==> src/rtl/voice_mixer.sv <==
// rtl/voice_mixer.sv - per-voice waveform shaping and frame mixing for the DAC
// Sums gated voices over a 256-voice frame and emits one saturated offset-binary sample per frame.
module voice_mixer #(
    parameter int NUM_VOICES = 256,
    parameter int PHASE_W    = 10,
    parameter int OUT_W      = 16,
    parameter int GAIN_SHIFT = 6
) (
    input  logic               i_clk,
    input  logic               i_reset_n,
    input  logic [1:0]         i_pipeline_state,
    input  logic [7:0]         i_voice_index,
    input  logic [PHASE_W-1:0] i_phase,
    input  logic [1:0]         i_wave_sel,
    input  logic               i_gate_we,
    input  logic [7:0]         i_gate_voice,
    input  logic               i_gate_on,
    output logic [OUT_W-1:0]   o_dac_out,
    output logic               o_sample_valid,
    output logic [8:0]         o_active_count
);
    localparam int ACC_W = PHASE_W + 8;
    localparam int SH_W  = ACC_W + GAIN_SHIFT;

    logic [NUM_VOICES-1:0] gate_q, gate_d;
    logic [ACC_W-1:0]      acc_q, acc_d;
    logic [8:0]            cnt_q, cnt_d;
    logic                  primed_q, primed_d;
    logic [OUT_W-1:0]      dac_q, dac_d;
    logic                  valid_q, valid_d;
    logic [8:0]            active_q, active_d;

    logic                  capture, in_range, contributes, frame_end;
    logic [7:0]            voice;
    logic [PHASE_W-2:0]    fold;
    logic [PHASE_W-1:0]    wave;
    logic [ACC_W-1:0]      sum;
    logic [SH_W-1:0]       shifted;
    logic [SH_W-OUT_W:0]   hi_bits;
    logic [OUT_W-1:0]      sat;

    // The dds delivers the phase of the voice two counts behind the shared index.
    assign capture     = (i_pipeline_state == 2'd1);
    assign voice       = i_voice_index - 8'd2;
    assign in_range    = ({1'b0, voice} < 9'(NUM_VOICES));
    assign contributes = capture && in_range && gate_q[voice];
    assign frame_end   = capture && ({1'b0, voice} == 9'(NUM_VOICES - 1));
    assign fold        = i_phase[PHASE_W-1] ? ~i_phase[PHASE_W-2:0] : i_phase[PHASE_W-2:0];

    // Subtracting half scale from an unsigned PHASE_W value is just an MSB flip.
    always_comb begin
        wave = '0;
        case (i_wave_sel)
            2'd0: wave = {~i_phase[PHASE_W-1], i_phase[PHASE_W-2:0]};
            2'd1: wave = i_phase[PHASE_W-1] ? {1'b0, {(PHASE_W-1){1'b1}}}
                                            : {1'b1, {(PHASE_W-1){1'b0}}};
            2'd2: wave = {~fold[PHASE_W-2], fold[PHASE_W-3:0], 1'b0};
            default: wave = '0;
        endcase
    end

    assign sum     = acc_q + (contributes ? {{8{wave[PHASE_W-1]}}, wave} : '0);
    assign shifted = {sum, {GAIN_SHIFT{1'b0}}};
    assign hi_bits = shifted[SH_W-1:OUT_W-1];

    always_comb begin
        sat = shifted[OUT_W-1:0];
        if (!((&hi_bits) || !(|hi_bits))) begin
            sat = shifted[SH_W-1] ? {1'b1, {(OUT_W-1){1'b0}}} : {1'b0, {(OUT_W-1){1'b1}}};
        end
    end

    always_comb begin
        gate_d   = gate_q;
        acc_d    = acc_q;
        cnt_d    = cnt_q;
        primed_d = primed_q;
        dac_d    = dac_q;
        valid_d  = 1'b0;
        active_d = active_q;
        if (i_gate_we && ({1'b0, i_gate_voice} < 9'(NUM_VOICES))) begin
            gate_d[i_gate_voice] = i_gate_on;
        end
        if (capture && in_range && voice == 8'd0) begin
            primed_d = 1'b1;
        end
        if (frame_end) begin
            acc_d   = '0;
            cnt_d   = '0;
            valid_d = primed_q;
            if (primed_q) begin
                dac_d    = {~sat[OUT_W-1], sat[OUT_W-2:0]};
                active_d = cnt_q + {8'd0, contributes};
            end
        end else if (capture) begin
            acc_d = sum;
            cnt_d = cnt_q + {8'd0, contributes};
        end
    end

    always_ff @(posedge i_clk or negedge i_reset_n) begin
        if (!i_reset_n) begin
            gate_q   <= '0;
            acc_q    <= '0;
            cnt_q    <= '0;
            primed_q <= 1'b0;
            dac_q    <= {1'b1, {(OUT_W-1){1'b0}}};
            valid_q  <= 1'b0;
            active_q <= '0;
        end else begin
            gate_q   <= gate_d;
            acc_q    <= acc_d;
            cnt_q    <= cnt_d;
            primed_q <= primed_d;
            dac_q    <= dac_d;
            valid_q  <= valid_d;
            active_q <= active_d;
        end
    end

    assign o_dac_out      = dac_q;
    assign o_sample_valid = valid_q;
    assign o_active_count = active_q;
endmodule

==> config.mk <==
export PLATFORM = sky130hd
export DESIGN_NAME = voice_mixer
export DESIGN_NICKNAME = d
export VERILOG_FILES = /design/src/rtl/voice_mixer.sv
export SDC_FILE = /design/constraint.sdc
export NUM_CORES = 1
export LEC_CHECK = 0
export ABC_AREA = 1
export CORE_MARGIN = 2
export CORE_UTILIZATION = 40
export CTS_CLUSTER_SIZE = 14
export DETAILED_ROUTE_END_ITERATION = 6
export SYNTH_ARGS = -nofsm -noshare
export SYNTH_HDL_FRONTEND = slang
export SYNTH_SLANG_ARGS = --single-unit
==> constraint.sdc <==
create_clock -name i_clk -period 7.3 [get_ports i_clk]
set_clock_uncertainty 0.2 [all_clocks]
set_input_delay 1.46 -clock i_clk [delete_from_list [all_inputs] [get_ports i_clk]]
set_output_delay 1.46 -clock i_clk [all_outputs]
set_load 0.02 [all_outputs]
# Word-level counts from Yosys, hierarchy flattened
# Index checks and enable logic that the tools add are counted.
word_totals:
  ff_bits: 310
  in_bits: 34
  out_inout_bits: 26
  wordCells: 49
op_classes:
  addsub: 3
  magnitude_cmp: 3
  eq_ne: 4
  mux: 16
  bitwise: 4
  reduce_logical: 12
ops:
  columns: ["cell", "count"]
  rows:
  - ["bitwise mux 256 bit", 1]
  - ["two-way mux 18 bit", 3]
  - ["two-way mux 16 bit", 2]
  - ["one-hot mux 10 bit (3 select lines)", 1]
  - ["two-way mux 9 bit", 3]
  - ["adder 18 bit", 1]
  - ["< comparator 8 x 9 -> 1 bit (second input constant)", 2]
  - ["two-way mux 10 bit", 1]
  - ["adder 9 x 1 -> 9 bit", 1]
  - ["inverter 9 bit", 1]
  - ["AND reduction 9 bit", 1]
  - ["OR reduction 9 bit", 1]
  - ["binary-select mux 1 bit (select 8 bit)", 1]
  - ["demux 1 bit (select 8 bit)", 1]
  - ["equality test 8 bit (second input constant)", 1]
  - [">= comparator 8 x 1 -> 1 bit (second input constant)", 1]
  - ["zero test 8 bit", 1]
  - ["subtractor 8 x 2 -> 8 bit (second input constant)", 1]
  - ["equality test 2 x 1 -> 1 bit (second input constant)", 2]
  - ["logical AND 1 bit", 4]
  - ["two-way mux 1 bit", 3]
  - ["inverter 1 bit", 3]
  - ["equality test 2 bit (second input constant)", 1]
  - ["zero test 2 bit", 1]
  - ["other kinds (4)", 4]

# Logic depth before layout (Yosys ltp)
logic_depth:
  ltp_word: 11
  ltp_mapped: 38
  depth_no_buf: 34

# Worst setup path before layout
# OpenSTA, ideal clock, no wires.
synth_path:
  path_type: "input -> register"
  from: "in i_voice_index[1]"
  to: "reg dac_q[12], in the netlist o_dac_out[12]"
  setup_time_ps: 77
  arrival_time_ps: 5604
  required_ps: 7023
  setup_slack_ps: 1418
  cell_stages: 34
  n_path_buf: 5
  cell_sequence: "buf_2 -> inv_2 -> buf_6 -> buf_4 -> ha_1 -> buf_2 -> clkinv_1 -> clkbuf_1 -> nand3_1 -> nand3_1 -> nand3_1 -> nand3_1 -> nand2_1 -> nand2_1 -> nand2_1 -> inv_2 -> nand2_2 -> nand2_1 -> inv_1 -> nand2_1 -> a31oi_1 -> ha_1 -> nand3_1 -> nand2_1 -> a21oi_1 -> or2_2 -> o21bai_1 -> xor2_1 -> inv_1 -> nor4_1 -> nand3_1 -> nand2_4 -> nand2_1 -> a21oi_1"
synth_between:
  elab_chain_cells: 10
  elab_cells_between_ends: 15
  classes_between: "add/sub (2); eq/ne (1); mux (5); reduce/logical (7)"
synth_lines:
  columns: ["item", "line_no", "source"]
  rows:
  - ["start, declared", "12", "input logic [7:0] i_voice_index,"]
  - ["subtractor 8 x 2 -> 8 bit (*)", "44", "assign voice = i_voice_index - 8'd2;"]
  - ["binary-select mux 1 bit (select 8 bit)", "46", "assign contributes = capture && in_range && gate_q[voice];"]
  - ["two-way mux 1 bit (implied by the code)", "46", null]
  - ["logical AND 1 bit", "46", null]
  - ["two-way mux 18 bit", "62", "assign sum = acc_q + (contributes ? {{8{wave[PHASE_W-1]}}, wave} : '0);"]
  - ["adder 18 bit", "62", null]
  - ["OR reduction 9 bit", "68", "if (!((&hi_bits) || !(|hi_bits))) begin"]
  - ["zero test 1 bit", "68", null]
  - ["logical OR 1 bit", "68", null]
  - ["two-way mux 16 bit", "68", null]
  - ["end signal, assigned", "107", "dac_q <= {1'b1, {(OUT_W-1){1'b0}}};"]
  - ["end, declared", "29", "logic [OUT_W-1:0] dac_q, dac_d;"]
# Every way passes the cells marked *; elsewhere a longest branch is shown, timed or not. The select of a mux whose other input is x is not followed.
# A chain may end at the register's enable or synchronous reset.

# Worst setup path in the final report
layout_path:
  from: "in i_voice_index[2]"
  to: "reg dac_q[9], in the netlist o_dac_out[9]"
# The elaborated chain is that of the path after synthesis.

==> results_tabular.tex <==
\begin{tabular}{lr}
\hline
Metric & Value \\
\hline
\multicolumn{2}{l}{\textbf{Run status}} \\
\quad Result of the run & complete, no violations \\
\multicolumn{2}{l}{\textbf{Route}} \\
\quad First-pass detailed-route iteration total & 5 \\
\quad Via count & 15.00k \\
\quad Final routed wire length divided by cell count & 18.55 um \\
\quad Remaining routing DRC violations & 0 \\
\quad Detailed Route Iter0 Violations & 1686 \\
\quad Post-detailed-route count of antenna-violating nets & 0 \\
\quad Total detailed-routing wirelength & 50830 um \\
\quad Number of vias per cell & 5.472 \\
\multicolumn{2}{l}{\textbf{Critical path}} \\
\quad Category of the most critical setup path & input port to register \\
\quad Required arrival time at the worst endpoint & 7.50 ns \\
\quad Capturing element type of the critical path & register \\
\quad Delay contributed by the slowest stage of the critical path & 0.52 ns \\
\quad Data arrival, critical path & 6.43 ns \\
\quad Most used cell, CP & sky130\_fd\_sc\_hd\_\_nand2\_1 \\
\quad Slowest library cell on the worst path & sky130\_fd\_sc\_hd\_\_clkdlybuf4s50\_1 \\
\quad Worst setup SP type & input port \\
\quad Max Fanout on Critical Path & 32 \\
\quad Buffers and inverters on the worst path & 6 \\
\quad Gate family responsible for the most delay along the worst path & simple AND/OR/NAND/NOR gates \\
\multicolumn{2}{l}{\textbf{Pwr}} \\
\quad Leakage dissipation & 8.657 nW \\
\quad Worst ir drop on vdd & 0.1535 mV \\
\quad Power per unit of standard cell area & 243.1 nW/um\^{}2 \\
\multicolumn{2}{l}{\textbf{Min path}} \\
\quad Worst hold path class & register to register \\
\multicolumn{2}{l}{\textbf{Clocking}} \\
\quad Post CTS Setup Buffer Count & 0 \\
\quad Clock tree from TritonCTS & built \\
\quad Later-pin clock latency in the skew report & 0.55 ns \\
\quad Bufs on Longest Clock Path & 3 \\
\quad CTS root buffer & sky130\_fd\_sc\_hd\_\_clkbuf\_16 \\
\quad Post-cts repair resize count & 0 \\
\quad Hold bufs inserted after CTS & 0 \\
\quad Cts bufs inserted & 37 \\
\quad Clock-pin transition on the worst setup and hold timing paths & 0.06 ns \\
\quad Count of H-tree levels built during CTS & 2 \\
\quad Sinks on Clock Net & 305 \\
\multicolumn{2}{l}{\textbf{Synthesis}} \\
\quad Cell with the most instances after synthesis & sky130\_fd\_sc\_hd\_\_nor2\_1 \\
\quad Share of Yosys cell area claimed by the top area cell type & 45.84\% \\
\quad EDFF count, synth & 0 \\
\quad Part of the Yosys area used for sequential elements & 46.00\% \\
\quad Async set or reset register ratio after synthesis & 100.0\% \\
\quad Number of distinct standard cells referenced by the synthesized netlist & 39 \\
\quad Netlist area before placement & 16590 um\^{}2 \\
\quad Top post-synthesis cells by count & 354 x sky130\_fd\_sc\_hd\_\_nor2\_1, 323 x sky130\_fd\_sc\_hd\_\_nand2\_1, 304 x sky130\_fd\_sc\_hd\_\_dfrtp\_1 \\
\quad Number of instances in the synthesized netlist & 2208 \\
\quad Flops \& latches, synth & 305 \\
\quad Synth warnings & 0 \\
\quad Post-synth top flop & sky130\_fd\_sc\_hd\_\_dfrtp\_1 \\
\quad Synthesized area divided by synthesized cell count & 7.516 um\^{}2 \\
\quad Synth top area cells & sky130\_fd\_sc\_hd\_\_dfrtp\_1 46\%, sky130\_fd\_sc\_hd\_\_nor2\_1 8.0\%, sky130\_fd\_sc\_hd\_\_a21oi\_1 7.8\% \\
\quad Library cell with the largest summed area after synthesis & sky130\_fd\_sc\_hd\_\_dfrtp\_1 \\
\quad Mapped Nets & 2263 \\
\multicolumn{2}{l}{\textbf{Cells and area}} \\
\quad Post-layout net count & 2244 \\
\quad Count of filler cells inserted in the layout & 4108 \\
\quad Utilization after layout & 45.70\% \\
\quad Share of post-route cells with drive strength above 1 & 5.659\% \\
\quad Relative area change from synthesis to final layout & 12.69\% \\
\quad Antenna cells & 0 \\
\multicolumn{2}{l}{\textbf{Die}} \\
\quad Number of ports placed on the die boundary & 60 \\
\quad Starting utilization of the core area & 40.55\% \\
\quad Row count & 74 \\
\quad Chip height & 207.7 um \\
\quad Core footprint & 40920 um\^{}2 \\
\quad Die Width & 207.7 um \\
\quad Die area & 43130 um\^{}2 \\
\multicolumn{2}{l}{\textbf{Run}} \\
\quad Count of max-cap constraint violations & 0 \\
\multicolumn{2}{l}{\textbf{STA}} \\
\quad Time the worst path needs with I/O delays and setup & 6.223 ns \\
\quad Peak clock frequency supported by timing & 160.7 MHz \\
\quad Final Max Tran Viols & 0 \\
\quad Fraction of the cycle the final worst path needs & 85.24\% \\
\quad Max-slew headroom & 19.68\% \\
\quad Final hold vios & 0 \\
\quad RSZ-0062 raised after global routing & no \\
\quad Pin slew with the least headroom to its limit & 1.203 ns \\
\quad Number of setup violations in the final report & 0 \\
\quad Sum of negative setup slack & 0 ns \\
\multicolumn{2}{l}{\textbf{Placed design}} \\
\quad Number of port buffers & 59 \\
\quad Detail Placement HPWL & 30000 um \\
\quad Routability Congestion & 0.8826 \\
\multicolumn{2}{l}{\textbf{Global routing}} \\
\quad Wire length of the first global-routing pass & 81000 um \\
\quad Number of global-route vias before repair & 14.30k \\
\quad Total global routing track utilization & 23.47\% \\
\quad Pin count of the biggest net entering global routing & 181 \\
\quad Number of antenna violations at the first check in global routing & 0 \\
\quad Remaining global-route overflow & 0 \\
\hline
\end{tabular}
metrics by stage:
stage                     hold slack, ns  std cells  power [W]  instance area, um^2  setup slack [ns]
final                             0.2680       2741   0.004547                18700             1.077
after global routing              0.2861       2741   0.004782                18700            0.6423
after CTS                         0.2682       2741   0.004584                18700             1.063
after detailed placement          0.2439       2682   0.002788                17560            0.5488
after global placement            0.2400       2682   0.002778                17560            0.5889
after floorplan                   0.2243       2208   0.002522                16590             1.418
cells by family after synthesis:
family | share of synthesized area [%]
buf+inv | 9.379
simple gates | 21.33
fa+ha+maj | 1.629
flops | 46.00
mux | 0.3619
xor+xnor | 1.463
compound gates | 19.84
routing by layer:
layer	global-route usage, %	vias up	wire length (um)
met5	0	-	0
met4	8.193	0	1430
met3	3.676	91	3068
met2	38.13	503	23640
met1	31.94	7083	22690
li1	-	7323	-
layout by cell type, fill, tap and decap left out, drive strengths merged, types with 2 or more instances in the layout:
| cell | instances |
|---|---|
| o21bai | 2 |
| clkinv | 6 |
| a21oi | 258 |
| ha | 20 |
| nor2 | 354 |
| nor3 | 14 |
| inv | 214 |
| o22ai | 6 |
| nand4 | 4 |
| clkbuf | 56 |
| o21ai | 129 |
| clkdlybuf4s50 | 55 |
| a31oi | 196 |
| mux2i | 6 |
| dfrtp | 304 |
| nand2 | 326 |
| xor2 | 22 |
| a21o | 8 |
| xnor2 | 4 |
| nand3 | 169 |
| buf | 46 |
state kept, by name (all words and copies together) (netlist names):
register and count:
cnt_q 9, o_active_count 9, o_dac_out 11, primed_q 1, gate_q 256, o_sample_valid 1
acc_q 18
path summary, 6_finish.rpt:
path	from	endpoint	slack, ns	cells after the start
hold / removal	primed_q	primed_q	0.27	2
min in group asynchronous	i_reset_n	gate_q[175]	0.71	1
max in group asynchronous	i_reset_n	gate_q[84]	4.73	2
setup / recovery	i_voice_index[2]	o_dac_out[9]	1.08	33
setup reg to reg	gate_q[126]	o_dac_out[9]	2.66	32
hold reg to reg	primed_q	primed_q	0.27	2
power breakdown:
part	internal, W	switching [W]	leakage (nW)
Sequential	0.00186	0.0000940	4.05
Clock	0.00107	0.000716	0.559
Combinational	0.000279	0.000531	4.05
worst register-to-register path: cells and delay by family, from the launching register on:
family	cells	cell delay [ns]
simple gates	22	2.31
compound gates	6	1.21
flops	1	0.35
fa+ha+maj	1	0.28
buf+inv	3	0.20
area by class of cell:
class | count | area [um^2] | area share, %
Inverter | 218 | 823.3 | 4.403
Tap cell | 532 | 665.6 | 3.559
Clock buffer | 56 | 1100 | 5.881
Timing Repair Buffer | 101 | 964.7 | 5.159
Clock inverter | 3 | 43.79 | 0.2342
Sequential cell | 305 | 7634 | 40.82
Multi-Input combinational cell | 1526 | 7470 | 39.94
Note: power is estimated with default switching activity, not from simulation.
